===== config.mk =====
export PLATFORM = sky130hd
export DESIGN_NAME = lock_sequencer
export DESIGN_NICKNAME = d
export VERILOG_FILES = /design/src/rtl/lock_pkg.sv /design/src/rtl/lock_timer.sv /design/src/rtl/lock_sequencer.sv
export SDC_FILE = /design/constraint.sdc
export NUM_CORES = 1
export LEC_CHECK = 0
export CAP_MARGIN = 25
export CELL_PAD_IN_SITES_DETAIL_PLACEMENT = 0
export CELL_PAD_IN_SITES_GLOBAL_PLACEMENT = 1
export CORE_MARGIN = 2
export CORE_UTILIZATION = 50
export CTS_BUF_LIST = sky130_fd_sc_hd__clkbuf_4 sky130_fd_sc_hd__clkbuf_8
export CTS_CLUSTER_SIZE = 14
export DETAILED_ROUTE_END_ITERATION = 7
export GPL_TIMING_DRIVEN = 0
export PLACE_DENSITY = 0.93
export SLEW_MARGIN = 5
export SYNTH_ARGS = -nofsm -noshare
export SYNTH_HDL_FRONTEND = slang
export SYNTH_SLANG_ARGS = --single-unit

===== constraint.sdc =====
create_clock -name clock -period 2.44 [get_ports clock]
set_clock_uncertainty 0.15 [all_clocks]
set_input_delay 0.366 -clock clock [delete_from_list [all_inputs] [get_ports clock]]
set_output_delay 0.366 -clock clock [all_outputs]
set_load 0.01 [all_outputs]

===== src/rtl/lock_pkg.sv =====
// Shared types and defaults for the keypad combination lock sequencer.
package lock_pkg;

   typedef enum logic [2:0] {
      ST_IDLE,
      ST_COLLECT,
      ST_CHECK,
      ST_OPEN,
      ST_NEW,
      ST_LOCKOUT
   } state_t;

   localparam int                DEF_DIGIT_W        = 4;
   localparam int                DEF_NUM_DIGITS     = 4;
   localparam int                DEF_MAX_TRIES      = 3;
   localparam int                DEF_OPEN_CYCLES    = 8;
   localparam int                DEF_LOCKOUT_CYCLES = 16;
   localparam logic [15:0]       DEF_RESET_CODE     = 16'h1234;

   // Width of the tries_left counter; never narrower than one bit.
   function automatic int tries_width(input int max_tries);
      return (max_tries < 1) ? 1 : $clog2(max_tries + 1);
   endfunction

endpackage


===== src/rtl/lock_timer.sv =====
// Loadable down-counter; done is high while the count sits at zero.
module lock_timer #(
   parameter int WIDTH = 4
) (
   input  logic             clock,
   input  logic             reset,
   input  logic             load,
   input  logic [WIDTH-1:0] load_value,
   output logic             done
);

   logic [WIDTH-1:0] count;

   // Load on request, otherwise count down and park at zero.
   always_ff @(posedge clock or negedge reset) begin
      // NOTE: registers use non-blocking assignments so every flop samples pre-edge values.
      if (!reset) begin
         count <= '0;
      end else if (load) begin
         count <= load_value;
      end else if (count != '0) begin
         count <= count - WIDTH'(1);
      end
   end

   assign done = (count == '0);

endmodule


===== src/rtl/lock_sequencer.sv =====
// Combination lock controller: digit collection, password check, unlock,
// password change and lockout sequencing with registered outputs.
module lock_sequencer
   import lock_pkg::*;
#(
   parameter int                                DIGIT_W        = DEF_DIGIT_W,
   parameter int                                NUM_DIGITS     = DEF_NUM_DIGITS,
   parameter int                                MAX_TRIES      = DEF_MAX_TRIES,
   parameter int                                OPEN_CYCLES    = DEF_OPEN_CYCLES,
   parameter int                                LOCKOUT_CYCLES = DEF_LOCKOUT_CYCLES,
   parameter logic [NUM_DIGITS*DIGIT_W-1:0]     RESET_CODE     = DEF_RESET_CODE
) (
   input  logic                               clock,
   input  logic                               reset,
   input  logic                               digit_valid,
   input  logic [DIGIT_W-1:0]                 digit,
   input  logic                               enter,
   input  logic                               change,
   output logic                               open,
   output logic                               alarm,
   output logic                               new_mode,
   output logic                               pwd_updated,
   output logic [tries_width(MAX_TRIES)-1:0]  tries_left
);

   localparam int CODE_W    = NUM_DIGITS * DIGIT_W;
   localparam int CNT_W     = $clog2(NUM_DIGITS + 1);
   localparam int TRIES_W   = tries_width(MAX_TRIES);
   localparam int TIMER_MAX = (OPEN_CYCLES > LOCKOUT_CYCLES) ? OPEN_CYCLES : LOCKOUT_CYCLES;
   localparam int TIMER_W   = $clog2(TIMER_MAX + 1);

   state_t              state;
   logic [CODE_W-1:0]   buffer;
   logic [CODE_W-1:0]   password;
   logic [CNT_W-1:0]    count;
   logic [TRIES_W-1:0]  fail_count;
   logic                op_change;

   logic                count_full;
   logic                code_match;
   logic [TRIES_W-1:0]  fail_next;
   logic [CODE_W-1:0]   buffer_shifted;

   logic                timer_load;
   logic [TIMER_W-1:0]  timer_value;
   logic                timer_done;

   assign count_full     = (count == CNT_W'(NUM_DIGITS));
   assign code_match     = count_full && (buffer == password);
   assign fail_next      = fail_count + TRIES_W'(1);
   assign buffer_shifted = (buffer << DIGIT_W) | CODE_W'(digit);

   // The shared timer is armed during CHECK so it is loaded on the edge that
   // enters OPEN or LOCKOUT; its value is irrelevant for other exits.
   assign timer_load  = (state == ST_CHECK);
   assign timer_value = code_match ? TIMER_W'(OPEN_CYCLES - 1) : TIMER_W'(LOCKOUT_CYCLES - 1);

   lock_timer #(
      .WIDTH      (TIMER_W)
   ) u_timer (
      .clock      (clock),
      .reset      (reset),
      .load       (timer_load),
      .load_value (timer_value),
      .done       (timer_done)
   );

   // Sequencer state, entry datapath and registered outputs.
   always_ff @(posedge clock or negedge reset) begin
      if (!reset) begin
         state       <= ST_IDLE;
         buffer      <= '0;
         count       <= '0;
         // NOTE: the password is a plain register, so it takes its reset code directly.
         password    <= RESET_CODE;
         fail_count  <= '0;
         op_change   <= 1'b0;
         open        <= 1'b0;
         alarm       <= 1'b0;
         new_mode    <= 1'b0;
         pwd_updated <= 1'b0;
         tries_left  <= TRIES_W'(MAX_TRIES);
      end else begin
         pwd_updated <= 1'b0;
         case (state)
            ST_IDLE: begin
               if (digit_valid) begin
                  buffer <= CODE_W'(digit);
                  count  <= CNT_W'(1);
                  state  <= ST_COLLECT;
               end
            end
            ST_COLLECT: begin
               if (enter || change) begin
                  op_change <= !enter;
                  state     <= ST_CHECK;
               end else if (digit_valid && !count_full) begin
                  buffer <= buffer_shifted;
                  count  <= count + CNT_W'(1);
               end
            end
            ST_CHECK: begin
               buffer <= '0;
               count  <= '0;
               if (code_match) begin
                  fail_count <= '0;
                  tries_left <= TRIES_W'(MAX_TRIES);
                  if (op_change) begin
                     state    <= ST_NEW;
                     new_mode <= 1'b1;
                  end else begin
                     state <= ST_OPEN;
                     open  <= 1'b1;
                  end
               end else begin
                  fail_count <= fail_next;
                  if (fail_next == TRIES_W'(MAX_TRIES)) begin
                     state      <= ST_LOCKOUT;
                     alarm      <= 1'b1;
                     tries_left <= '0;
                  end else begin
                     state      <= ST_IDLE;
                     tries_left <= TRIES_W'(MAX_TRIES) - fail_next;
                  end
               end
            end
            ST_OPEN: begin
               if (timer_done) begin
                  state <= ST_IDLE;
                  open  <= 1'b0;
               end
            end
            ST_LOCKOUT: begin
               if (timer_done) begin
                  state      <= ST_IDLE;
                  alarm      <= 1'b0;
                  fail_count <= '0;
                  tries_left <= TRIES_W'(MAX_TRIES);
               end
            end
            ST_NEW: begin
               if (enter || change) begin
                  if (enter && count_full) begin
                     password    <= buffer;
                     pwd_updated <= 1'b1;
                  end
                  state    <= ST_IDLE;
                  new_mode <= 1'b0;
                  buffer   <= '0;
                  count    <= '0;
               end else if (digit_valid && !count_full) begin
                  buffer <= buffer_shifted;
                  count  <= count + CNT_W'(1);
               end
            end
            default: begin
               state    <= ST_IDLE;
               buffer   <= '0;
               count    <= '0;
               open     <= 1'b0;
               alarm    <= 1'b0;
               new_mode <= 1'b0;
            end
         endcase
      end
   end

endmodule

Word level (Yosys, flattened, before mapping)
Cells that the tools add are included.

operators by class
  add/subtract/negate cells = 4
  eq/ne operators = 20
  muxes and demuxes = 41
  bitwise gates (word level) = 5
  reduce and logical (&&, ||, !) cells = 23

operators by type and width
  cell                   count
  $mux W16               4
  $pmux W16 S4           1
  $mux W3                10
  $ne A2 B2 Y1 const B   10
  $eq A16 B16 Y1         1
  $or A16 B4 Y16         1
  $reduce_and A4 Y1      4
  $pmux W3 S5            1
  $pmux W3 S4            1
  $reduce_or A4 Y1       3
  $mux W1                11
  $mux W2                5
  $mux W5                2
  $eq A3 B3 Y1 const B   3
  $pmux W1 S3            3
  $pmux W2 S2            2
  $eq A3 B2 Y1 const B   2
  $reduce_and A3 Y1      2
  $logic_not A5 Y1       1
  $reduce_bool A5 Y1     1
  $sub A5 B1 Y5 const B  1
  $mux W4                1
  $ne A2 B1 Y1 const B   2
  $not A1 Y1             4
  other kinds (12)       17

word-level totals
  bits in registers = 52
  bits of input ports = 9
  output and inout port bits = 6
  logic and storage cells = 105

Depth between registers and ports, before layout
Gate-level depths: netlist (run 1).

  depth after elaboration = 6
  depth in mapped cells = 8
  depth with buffers taken out = 7

Cells and area by module
From an unflattened synthesis (run 1), not the netlist that was laid out.

unflattened totals
  cells, all modules = 233
  area, all modules = 2657.5 sq um

by module, submodules not included
  module          instances  cells each  area each (sq um)  sequential area each (sq um)
  lock_sequencer  1          206         2378.5             1184.9
  lock_timer      1          27          279.0              125.1

Worst setup path before layout (run 1)
OpenSTA, ideal clock, no wires.

  path type = reg-to-reg
  start = reg count[0]
  end = reg password[10]
  setup time = 0.125 ns
  data arrival time = 1.775 ns
  required time = 2.165 ns
  setup slack = 0.390 ns
  cell stages (with the launch flop) = 8
  buffers on the path = 2
  period minus slack after synthesis = 2.050 ns
  cells stage by stage = dfrtp_1 > inv_1 > ha_1 > nand2_1 > or4b_4 > buf_6 > buf_12 > mux2_4

on the way
  longest elaborated chain between the ends = 3

ends and longest elaborated chain
  element                      line                   RTL
  from (decl)                  lock_sequencer.sv:35   logic [CNT_W-1:0] count;
  from (signal assigned)       lock_sequencer.sv:99   count <= count + CNT_W'(1);
  from (signal assigned)       lock_sequencer.sv:153  count <= count + CNT_W'(1);
  $eq A3 B3 Y1                 lock_sequencer.sv:48   assign count_full = (count == CNT_W'(NUM_DIGITS));
  $logic_and A1 B1 Y1          lock_sequencer.sv:143  if (enter && count_full) begin
  $reduce_and A3 Y1 (no line)  -
  to (signal assigned)         lock_sequencer.sv:144  password <= buffer;
  to (decl)                    lock_sequencer.sv:34   logic [CODE_W-1:0] password;

No other way between the ends.
A chain may end at the register's enable or synchronous reset.

Worst setup path in the final report (run 1)
  start = reg count[0]
  end = reg password[7]

The elaborated chain is that of the path after synthesis.

==> results.sh, run 1 <==
export IMPL_drc_errors=0
export IMPL_crit_fanout=10
export IMPL_layout_commonest_cell="dfrtp_1"
export IMPL_drive_gt1_share_pct=19.22
export IMPL_pwr_share_clk_pct=16.9
export IMPL_clock_sinks=52
export IMPL_tightest_slew_ns=0.8819
export IMPL_p_seq_share_pct=42.5
export IMPL_ys_flop_type="dfrtp_1"
export IMPL_pre_cts_ws_ns=-0.2496
export IMPL_max_clock_path_buffers=2
export IMPL_dieHeight_um=76.36
export IMPL_syn_to_final_growth_pct=13.72
export IMPL_p_leak_nw=1.380
export IMPL_synth_distinct_cells=48
export IMPL_initialDrtViolationCount=148
export IMPL_slew_violations=0
export IMPL_grt_pass1_wl_mm=8.562
export IMPL_syn_inst=230
export IMPL_synth_seq_cells=52
export IMPL_vias_per_cell=5.403
export IMPL_swShare_pct=38.10
export IMPL_antenna_cells=0
export IMPL_hp_class="flop to flop"
export IMPL_period_minus_slack_ns=2.239
export IMPL_final_cell_mix="45 x dfrtp_1, 26 x nor2_1, 19 x xnor2_1, 16 x nand2_1, 15 x mux2i_1"
export IMPL_initial_utilization_pct=51.58
export IMPL_synthDominantCellAreaShare_pct=43.02
export IMPL_synth_seq_area_share_pct=50.05
export IMPL_cp_required_ns=2.49
export IMPL_grt_usage_pct=18.70
export IMPL_crit_type="flop to flop"
export IMPL_ioPinCount=15
export IMPL_power_density_nw_per_um2=1002
export IMPL_clk_pin_slew_worst_paths_ns=0.10
export IMPL_hold_viol=0
export IMPL_internal_power_mw=1.846
export IMPL_vias=1756
export IMPL_insertion_delay_ns=0.31
export IMPL_worst_ir_drop_vdd_uv=608.8
export IMPL_yosys_warnings=0
export IMPL_numCtsBuffers=5
export IMPL_arrival_ns=2.29
export IMPL_dr_pass1_iters=4
export IMPL_maxCapViolCount=0
export IMPL_synth_edf_count=0
export IMPL_core_um2=5075
export IMPL_die_x_um=76.36
export IMPL_syn_cell_area_um2=2618
export IMPL_htreeDepth=2
export IMPL_io_buffers=14
export IMPL_globalplace_congestion=0.7551
export IMPL_routedWlPerCell_um=15.27
export IMPL_power_total_mw=2.982
export IMPL_netSwitchingPower_mw=1.136
export IMPL_cts_tree="yes"
export IMPL_fp_row_count=26
export IMPL_setup_worst_path_end_class="flop"
export IMPL_nets=268
export IMPL_syn_avg_cell_area_um2=11.38
export IMPL_postSynth_asyncResetShare_pct=100.0
export IMPL_yosys_area_top_type="dfrtp_1"
export IMPL_drt_total_wl_mm=4.962
export IMPL_timing_slew_headroom_pct=41.08
export IMPL_fillers=434
export IMPL_cts_root_buf="clkbuf_8"
export IMPL_final_antenna_net_count=0
export IMPL_synth_area_leaders="dfrtp_1 43%, dfstp_2 7.0%, xnor2_1 6.4%"
export IMPL_postLayoutCoreUtil_pct=58.65
export IMPL_die_area_um2=5830
export IMPL_p_comb_share_pct=40.6
export IMPL_gr_total_overflow=0
export IMPL_setup_viol=0
export IMPL_grt_pass1_vias=1822
export IMPL_dp_hpwl_mm=3.476
export IMPL_placedCellCount=315
export IMPL_antenna_found_initial=0
export IMPL_syn_num_nets=244
export IMPL_grt_max_degree=29
export IMPL_worst_slack_ns=0.2006
export IMPL_rsz0062_at_grt="false"
export IMPL_crit_path_start_kind="flop"
export IMPL_status="complete, no violations"
export IMPL_final_cells=325
export IMPL_max_freq_ghz=0.4465
export IMPL_period_share_pct=91.78
synth_stat cells (all sizes together) (2+ instances only):
cell / count
dfrtp: 45
nor2: 26
xnor2: 19
nand2: 17
mux2: 16
mux2i: 15
a22o: 8
inv: 8
buf: 7
dfstp: 7
o21ai: 6
a21oi: 5
ha: 5
nor3: 5
clkbuf: 4
nand4: 3
nor3b: 3
o31ai: 3
a211o: 2
a31oi: 2
and2: 2
nand2b: 2
nor4: 2
o211ai: 2
xor2: 2
routing by layer:
metal	vias to the layer above	global-route usage (%)	routed length, um
li1	851	-	-
met5	-	0	0
met4	0	9.818	140
met3	11	4.147	161
met1	864	24.06	2380
met2	30	29.65	2280
cell type report:
cell class,instances,area (um^2),area share (%)
Sequential cell,52,1310,44.01
Multi-Input combinational cell,158,1200,40.31
Timing Repair Buffer,17,172.7,5.801
Tap cell,70,87.58,2.942
Buffer,11,78.83,2.648
Clock buffer,6,76.32,2.564
Inverter,9,35.03,1.177
Clock inverter,2,16.27,0.5464
power groups by stage:
stage	combinational, mW	clock (mW)	sequential [mW]
floorplan	0.875	0	1.24
global placement	1.16	0	1.27
detailed placement	1.19	0	1.28
CTS	1.20	0.515	1.26
global route	1.35	0.554	1.30
finish	1.21	0.504	1.27
logic make-up after synthesis:
kind of cell	synth area share [%]
buffers and inverters	4.350
and+or+nand+nor	12.05
DFF	50.05
adders and majority gates	2.390
AOI/OAI and AO/OA	10.23
muxes	13.91
xor gates and xnor gates	7.027
state kept, by name, summed over array words and instances (netlist names):
| register | flops |
|---|---|
| count | 3 |
| open | 1 |
| password | 16 |
| u_timer.count | 5 |
| buffer | 16 |
| tries_left | 2 |
| alarm | 1 |
| pwd_updated | 1 |
| state | 3 |
| op_change | 1 |
| fail_count | 2 |
| new_mode | 1 |
worst max-delay path, cell delays in order, from the launching register on:
cell and delay, ns:
dfrtp_1 0.43, inv_1 0.07, ha_1 0.17, nand2_1 0.17, or4b_4 0.52, buf_6 0.16
buf_12 0.15, mux2_4 0.30
final timing paths:
path | start | to | slack (ns) | depth (start not counted)
max | count[0] | password[7] | 0.20 | 7
min | open | open | 0.33 | 2
max reg2reg | count[0] | password[7] | 0.20 | 7
min reg2reg | open | open | 0.33 | 2
max in group asynchronous | reset | password[9] | 1.10 | 3
min in group asynchronous | reset | password[1] | 0.43 | 2
metrics by stage:
step | hold slack [ns] | TNS, ns | cell area [um^2]
floorplan | -0.07959 | 0 | 2618
global placement | 0.3146 | -30.93 | 2845
detailed placement | 0.2395 | -1.202 | 2860
CTS | 0.3366 | 0 | 2963
global route | 0.3846 | 0 | 2977
finish | 0.3307 | 0 | 2977
repair_timing:
action,in CTS,in global routing
setup endpoints to repair,0,6
buffers inserted,0,1
hold endpoints to repair,21,0
resized for setup,0,1
hold buffers,1,0
Note: power is estimated with default switching activity, not from simulation.
==> run 2, diff against run 1 <==
- clock period: 2.44 -> 2.15 ns (I/O delays scaled with it)
==> run 2 against run 1 <==
Against the previous run:
- final area rose by 2.8%
- maximum frequency is 8.5% higher
- global-route usage increased by 0.26 points
- sequential power increased by 13%
- wire length increased by 1.1%
- combinational power grew 23%
- first-iteration DRC count is 20% lower
- power increased by 17%
- largest cell class unchanged
- largest power group is now combinational logic
==> results.sh, run 2 (synthesis gave the netlist of run 1 again) <==
export IMPL_status="complete, no violations"
export IMPL_die_area_um2=5830
export IMPL_max_clock_path_buffers=2
export IMPL_syn_to_final_growth_pct=16.92
export IMPL_tightest_slew_ns=0.5674
export IMPL_numCtsBuffers=5
export IMPL_cp_required_ns=2.20
export IMPL_p_leak_nw=1.419
export IMPL_grt_usage_pct=18.96
export IMPL_core_um2=5075
export IMPL_globalplace_congestion=0.7551
export IMPL_period_share_pct=95.97
export IMPL_min_from="open"
export IMPL_nets=271
export IMPL_power_density_nw_per_um2=1141
export IMPL_timing_slew_headroom_pct=62.17
export IMPL_reg_top3="buffer x16, password x16, u_timer.count x5"
export IMPL_p_comb_share_pct=42.6
export IMPL_insertion_delay_ns=0.31
export IMPL_drt_total_wl_mm=5.019
export IMPL_dieHeight_um=76.36
export IMPL_postLayoutCoreUtil_pct=60.31
export IMPL_power_total_mw=3.492
export IMPL_antenna_cells=0
export IMPL_internal_power_mw=2.155
export IMPL_hp_class="flop to flop"
export IMPL_initialDrtViolationCount=119
export IMPL_slew_violations=0
export IMPL_grt_pass1_vias=1838
export IMPL_crit_type="flop to flop"
export IMPL_final_cell_mix="45 x dfrtp_1, 26 x nor2_1, 19 x xnor2_1, 15 x mux2i_1, 15 x nand2_1"
export IMPL_crit_fanout=10
export IMPL_crit_path_start_kind="flop"
export IMPL_maxCapViolCount=0
export IMPL_whs_ns=0.3317
export IMPL_netSwitchingPower_mw=1.337
export IMPL_die_x_um=76.36
export IMPL_antenna_found_initial=0
export IMPL_final_antenna_net_count=0
export IMPL_io_buffers=14
export IMPL_drive_gt1_share_pct=23.64
export IMPL_clock_sinks=52
export IMPL_swShare_pct=38.29
export IMPL_layout_commonest_cell="dfrtp_1"
export IMPL_r2r_start="count[0]"
export IMPL_setup_worst_path_end_class="flop"
export IMPL_setup_viol=0
export IMPL_vias_per_cell=5.360
export IMPL_vias=1758
export IMPL_routedWlPerCell_um=15.30
export IMPL_initial_utilization_pct=51.58
export IMPL_grt_max_degree=29
export IMPL_arrival_ns=2.11
export IMPL_fp_row_count=26
export IMPL_hold_viol=0
export IMPL_grt_pass1_wl_mm=8.687
export IMPL_clk_pin_slew_worst_paths_ns=0.10
export IMPL_pwr_share_clk_pct=16.2
export IMPL_cp_startpoint="count[0]"
export IMPL_worst_ir_drop_vdd_uv=684.5
export IMPL_period_minus_slack_ns=2.063
export IMPL_cts_tree="yes"
export IMPL_multi_input_area_um2=1254
export IMPL_cts_root_buf="clkbuf_8"
export IMPL_rsz0062_at_grt="false"
export IMPL_seq_area_um2=1310
export IMPL_p_seq_share_pct=41.2
export IMPL_dr_pass1_iters=4
export IMPL_ioPinCount=15
export IMPL_dp_hpwl_mm=3.476
export IMPL_htreeDepth=2
export IMPL_fillers=422
export IMPL_max_freq_ghz=0.4847
export IMPL_drc_errors=0
export IMPL_gr_total_overflow=0
run 2: changes by cell type in the layout (fill, tap and decap cells not counted), moves of 2 or more:
cell,delta
buf_4,+5
nor3b_2,+2
nor3b_1,-2
clkbuf_1,-2
run 2: worst paths after layout:
kind | end | slack, ns | cells after the start
max reg2reg | password[7] | 0.09 | 7
min in group asynchronous | password[1] | 0.39 | 2
max in group asynchronous | password[9] | 0.85 | 3
min reg2reg | open | 0.33 | 2
max | password[7] | 0.09 | 7
min | open | 0.33 | 2
run 2: layout make-up:
| type | instances | area share (%) |
|---|---|---|
| repair buffers | 21 | 6.623 |
| inverters | 9 | 1.145 |
| multi-input cells | 158 | 40.96 |
| clock inverters | 2 | 0.5315 |
| plain buffers | 10 | 2.576 |
| clock buffers | 6 | 2.494 |
| flip-flops and latches | 52 | 42.80 |
| well taps | 70 | 2.862 |
run 2: power groups by stage:
stage	Sequential, mW	Clock (mW)	Combinational [mW]
2_1_floorplan	1.41	0	0.993
6_report	1.44	0.567	1.49
4_1_cts	1.43	0.585	1.42
5_1_grt	1.47	0.629	1.65
3_3_place_gp	1.44	0	1.32
3_5_place_dp	1.45	0	1.35
run 2: layer usage:
metal	wire length (um)	track usage (%)	part of all wire [%]
met1	2426	24.45	48
met2	2326	30.09	46
met3	131	4.147	2.6
met4	134	9.818	2.7
met5	0	0	0
run 2: critical path: stages (launching register included):
cell and delay, ns:
dfrtp_1 0.40, inv_2 0.08, ha_4 0.15, nand2_4 0.07
or4b_4 0.49, buf_6 0.16, buf_12 0.15, mux2_4 0.30
run 2: repair_timing:
| action | 4_1_cts | 5_1_grt |
|---|---|---|
| cloned | 0 | 0 |
| endpoints found under the setup margin | 21 | 32 |
| pin swaps | 2 | 1 |
| hold buffers | 1 | 0 |
| endpoints found under the hold margin | 21 | 0 |
| setup buffers | 3 | 2 |
| resized for setup | 4 | 11 |
run 2: metrics by stage:
step           setup WS, ns  area (um^2)  cells  TNS, ns
5_1_grt            0.006699         3060    328        0
4_1_cts            0.001578         3005    327        0
6_report            0.08667         3060    328        0
3_5_place_dp        -0.4961         2860    315   -5.526
3_3_place_gp        -0.8951         2845    314   -47.49
2_1_floorplan        0.1004         2618    230        0
==> run 3, diff against run 2 <==
- CELL_PAD_IN_SITES_DETAIL_PLACEMENT: 0 -> default
- CELL_PAD_IN_SITES_GLOBAL_PLACEMENT: 1 -> default
- CORE_UTILIZATION: 50 -> 55
- GPL_TIMING_DRIVEN: 0 -> default
- PLACE_DENSITY: 0.93 -> 0.85
==> run 3 against run 2 <==
Against the previous run:
- register-to-register slack about the same
- sequential share of layout area increased by 0.95 points
- wire length fell by 1.5%
- final area down 2.2%
- sequential power hardly changed
- worst hold slack better by 0.0053 ns
- global-route usage increased by 2.1 points
- power fell by 0.20%
- via count up 2.5%
- count of clock-buffer cells in the layout decreased by 1
- largest cell class unchanged
==> results.sh, run 3 (synthesis gave the netlist of run 1 again) <==
export IMPL_status="complete, no violations"
export IMPL_crit_type="flop to flop"
export IMPL_path_cells="inv_1 -> ha_1 -> nand2_2 -> or4b_4 -> mux2_4"
export IMPL_cp_startpoint="count[0]"
export IMPL_pre_cts_ws_ns=0.03017
export IMPL_globalplace_congestion=0.8627
export IMPL_vias_per_cell=5.794
export IMPL_nets=270
export IMPL_final_antenna_net_count=0
export IMPL_reg2regPathDepth=5
export IMPL_syn_to_final_growth_pct=14.39
export IMPL_numCtsBuffers=5
export IMPL_drc_errors=0
export IMPL_max_stage_delay_ns=0.67
export IMPL_dr_pass1_iters=4
export IMPL_period_minus_slack_ns=2.068
export IMPL_cp_depth=5
export IMPL_initial_utilization_pct=56.16
export IMPL_use_met1_pct=29.25
export IMPL_reg_top3="buffer x16, password x16, u_timer.count x5"
export IMPL_die_area_um2=5327
export IMPL_grt_usage_pct=21.06
export IMPL_crit_path_start_kind="flop"
export IMPL_rsz0062_at_grt="false"
export IMPL_worst_ir_drop_vdd_uv=755.6
export IMPL_hold_viol=0
export IMPL_max_clock_path_buffers=2
export IMPL_setup_viol=0
export IMPL_p_leak_nw=1.407
export IMPL_power_density_nw_per_um2=1164
export IMPL_grt_busiest_layer="met2"
export IMPL_fp_row_count=25
export IMPL_routedWlPerCell_um=15.90
export IMPL_vias=1802
export IMPL_setup_worst_path_end_class="flop"
export IMPL_met2_usage_pct=33.13
export IMPL_maxCapViolCount=0
export IMPL_slew_violations=0
export IMPL_final_cell_mix="45 x dfrtp_1, 26 x nor2_1, 19 x xnor2_1, 15 x mux2i_1, 15 x nand2_1"
export IMPL_die_x_um=72.99
export IMPL_r2r_start="count[0]"
export IMPL_grt_met3_usage_pct=2.624
export IMPL_gr_total_overflow=0
export IMPL_tightest_slew_ns=0.4819
export IMPL_ioPinCount=15
export IMPL_cts_tree="yes"
export IMPL_dp_hpwl_mm=3.523
export IMPL_clk_pin_slew_worst_paths_ns=0.10
export IMPL_core_um2=4661
export IMPL_fin_tns_setup_ns=0
export IMPL_grt_pass1_wl_mm=8.611
export IMPL_grt_max_degree=34
export IMPL_drive_gt1_share_pct=22.57
export IMPL_insertion_delay_ns=0.32
export IMPL_max_freq_ghz=0.4835
export IMPL_initialDrtViolationCount=111
export IMPL_cp_required_ns=2.21
export IMPL_clock_sinks=52
export IMPL_crit_family="simple AND/OR/NAND/NOR gates"
export IMPL_slowest_stage="or4b_4"
export IMPL_htreeDepth=2
export IMPL_timing_slew_headroom_pct=67.87
export IMPL_antenna_cells=0
export IMPL_worst_slack_ns=0.08186
export IMPL_dieHeight_um=72.99
export IMPL_crit_fanout=17
export IMPL_layout_commonest_cell="dfrtp_1"
export IMPL_hp_class="primary input to asynchronous set/reset pin"
export IMPL_grt_pass1_vias=1810
export IMPL_period_share_pct=96.19
export IMPL_antenna_found_initial=0
export IMPL_drt_total_wl_mm=4.944
export IMPL_io_buffers=14
export IMPL_cts_root_buf="clkbuf_8"
export IMPL_post_cts_buffers=0
export IMPL_arrival_ns=2.13
export IMPL_critPathBufInv=1
run 3: cell count changes in the layout (fill, tap and decap cells not counted), moves of 2 or more:
cell / change
buf_4: +6
buf_6: -2
clkbuf_1: -2
inv_6: +2
nor3b_1: +2
nor3b_2: -2
run 3: layout make-up:
| cell class | count | area [um^2] |
|---|---|---|
| multi-input cells | 158 | 1205 |
| well taps | 54 | 67.56 |
| flip-flops and latches | 52 | 1310 |
| inverters | 9 | 35.03 |
| clock inverters | 3 | 25.02 |
| fillers | 354 | 1667 |
| repair buffers | 30 | 282.8 |
| clock buffers | 5 | 68.82 |
run 3: timing repair:
item	CTS	global route
endpoints found under the hold margin	16	0
setup endpoints to repair	0	7
resized for setup	0	3
hold buffers	1	0
run 3: power breakdown:
part / leakage (nW) / total (mW) / switching [mW] / internal (mW)
sequential: 0.672 / 1.45 / 0.234 / 1.22
combinational: 0.690 / 1.44 / 0.738 / 0.705
clock: 0.0452 / 0.588 / 0.350 / 0.238
total: 1.41 / 3.48 / 1.32 / 2.16
run 3: final timing paths:
| check | end | slack, ns |
|---|---|---|
| worst max-delay path | password[8] | 0.08 |
| worst min-delay path | buffer[3] | 0.34 |
| worst max register to register | password[8] | 0.08 |
| worst min register to register | open | 0.34 |
| max in group asynchronous | password[12] | 0.91 |
| min in group clock | open | 0.34 |
run 3: worst register-to-register path, delay by kind of cell (launching register included):
kind / cells / cell delay (ns)
simple gates: 2 / 0.78
flops: 1 / 0.42
mux: 1 / 0.36
fa+ha+maj: 1 / 0.19
buf+inv: 1 / 0.07
run 3: per-layer routing:
metal,vias to the layer above,wire [um]
li1,859,-
met1,894,2230
met2,40,2440
met3,9,150
met4,0,122
met5,-,0
run 3: metrics by stage:
step / power [mW] / area, um^2 / instances / hold WS [ns] / util [%]
2_1_floorplan: 2.404 / 2618 / 230 / -0.1231 / -
3_3_place_gp: 2.821 / 2879 / 302 / 0.1521 / 61.77
3_5_place_dp: 2.884 / 2879 / 302 / 0.1531 / 61.77
4_1_cts: 3.486 / 2983 / 311 / 0.3344 / 64.00
5_1_grt: 3.711 / 2994 / 311 / 0.3669 / 64.24
6_report: 3.485 / 2994 / 311 / 0.3370 / 64.24
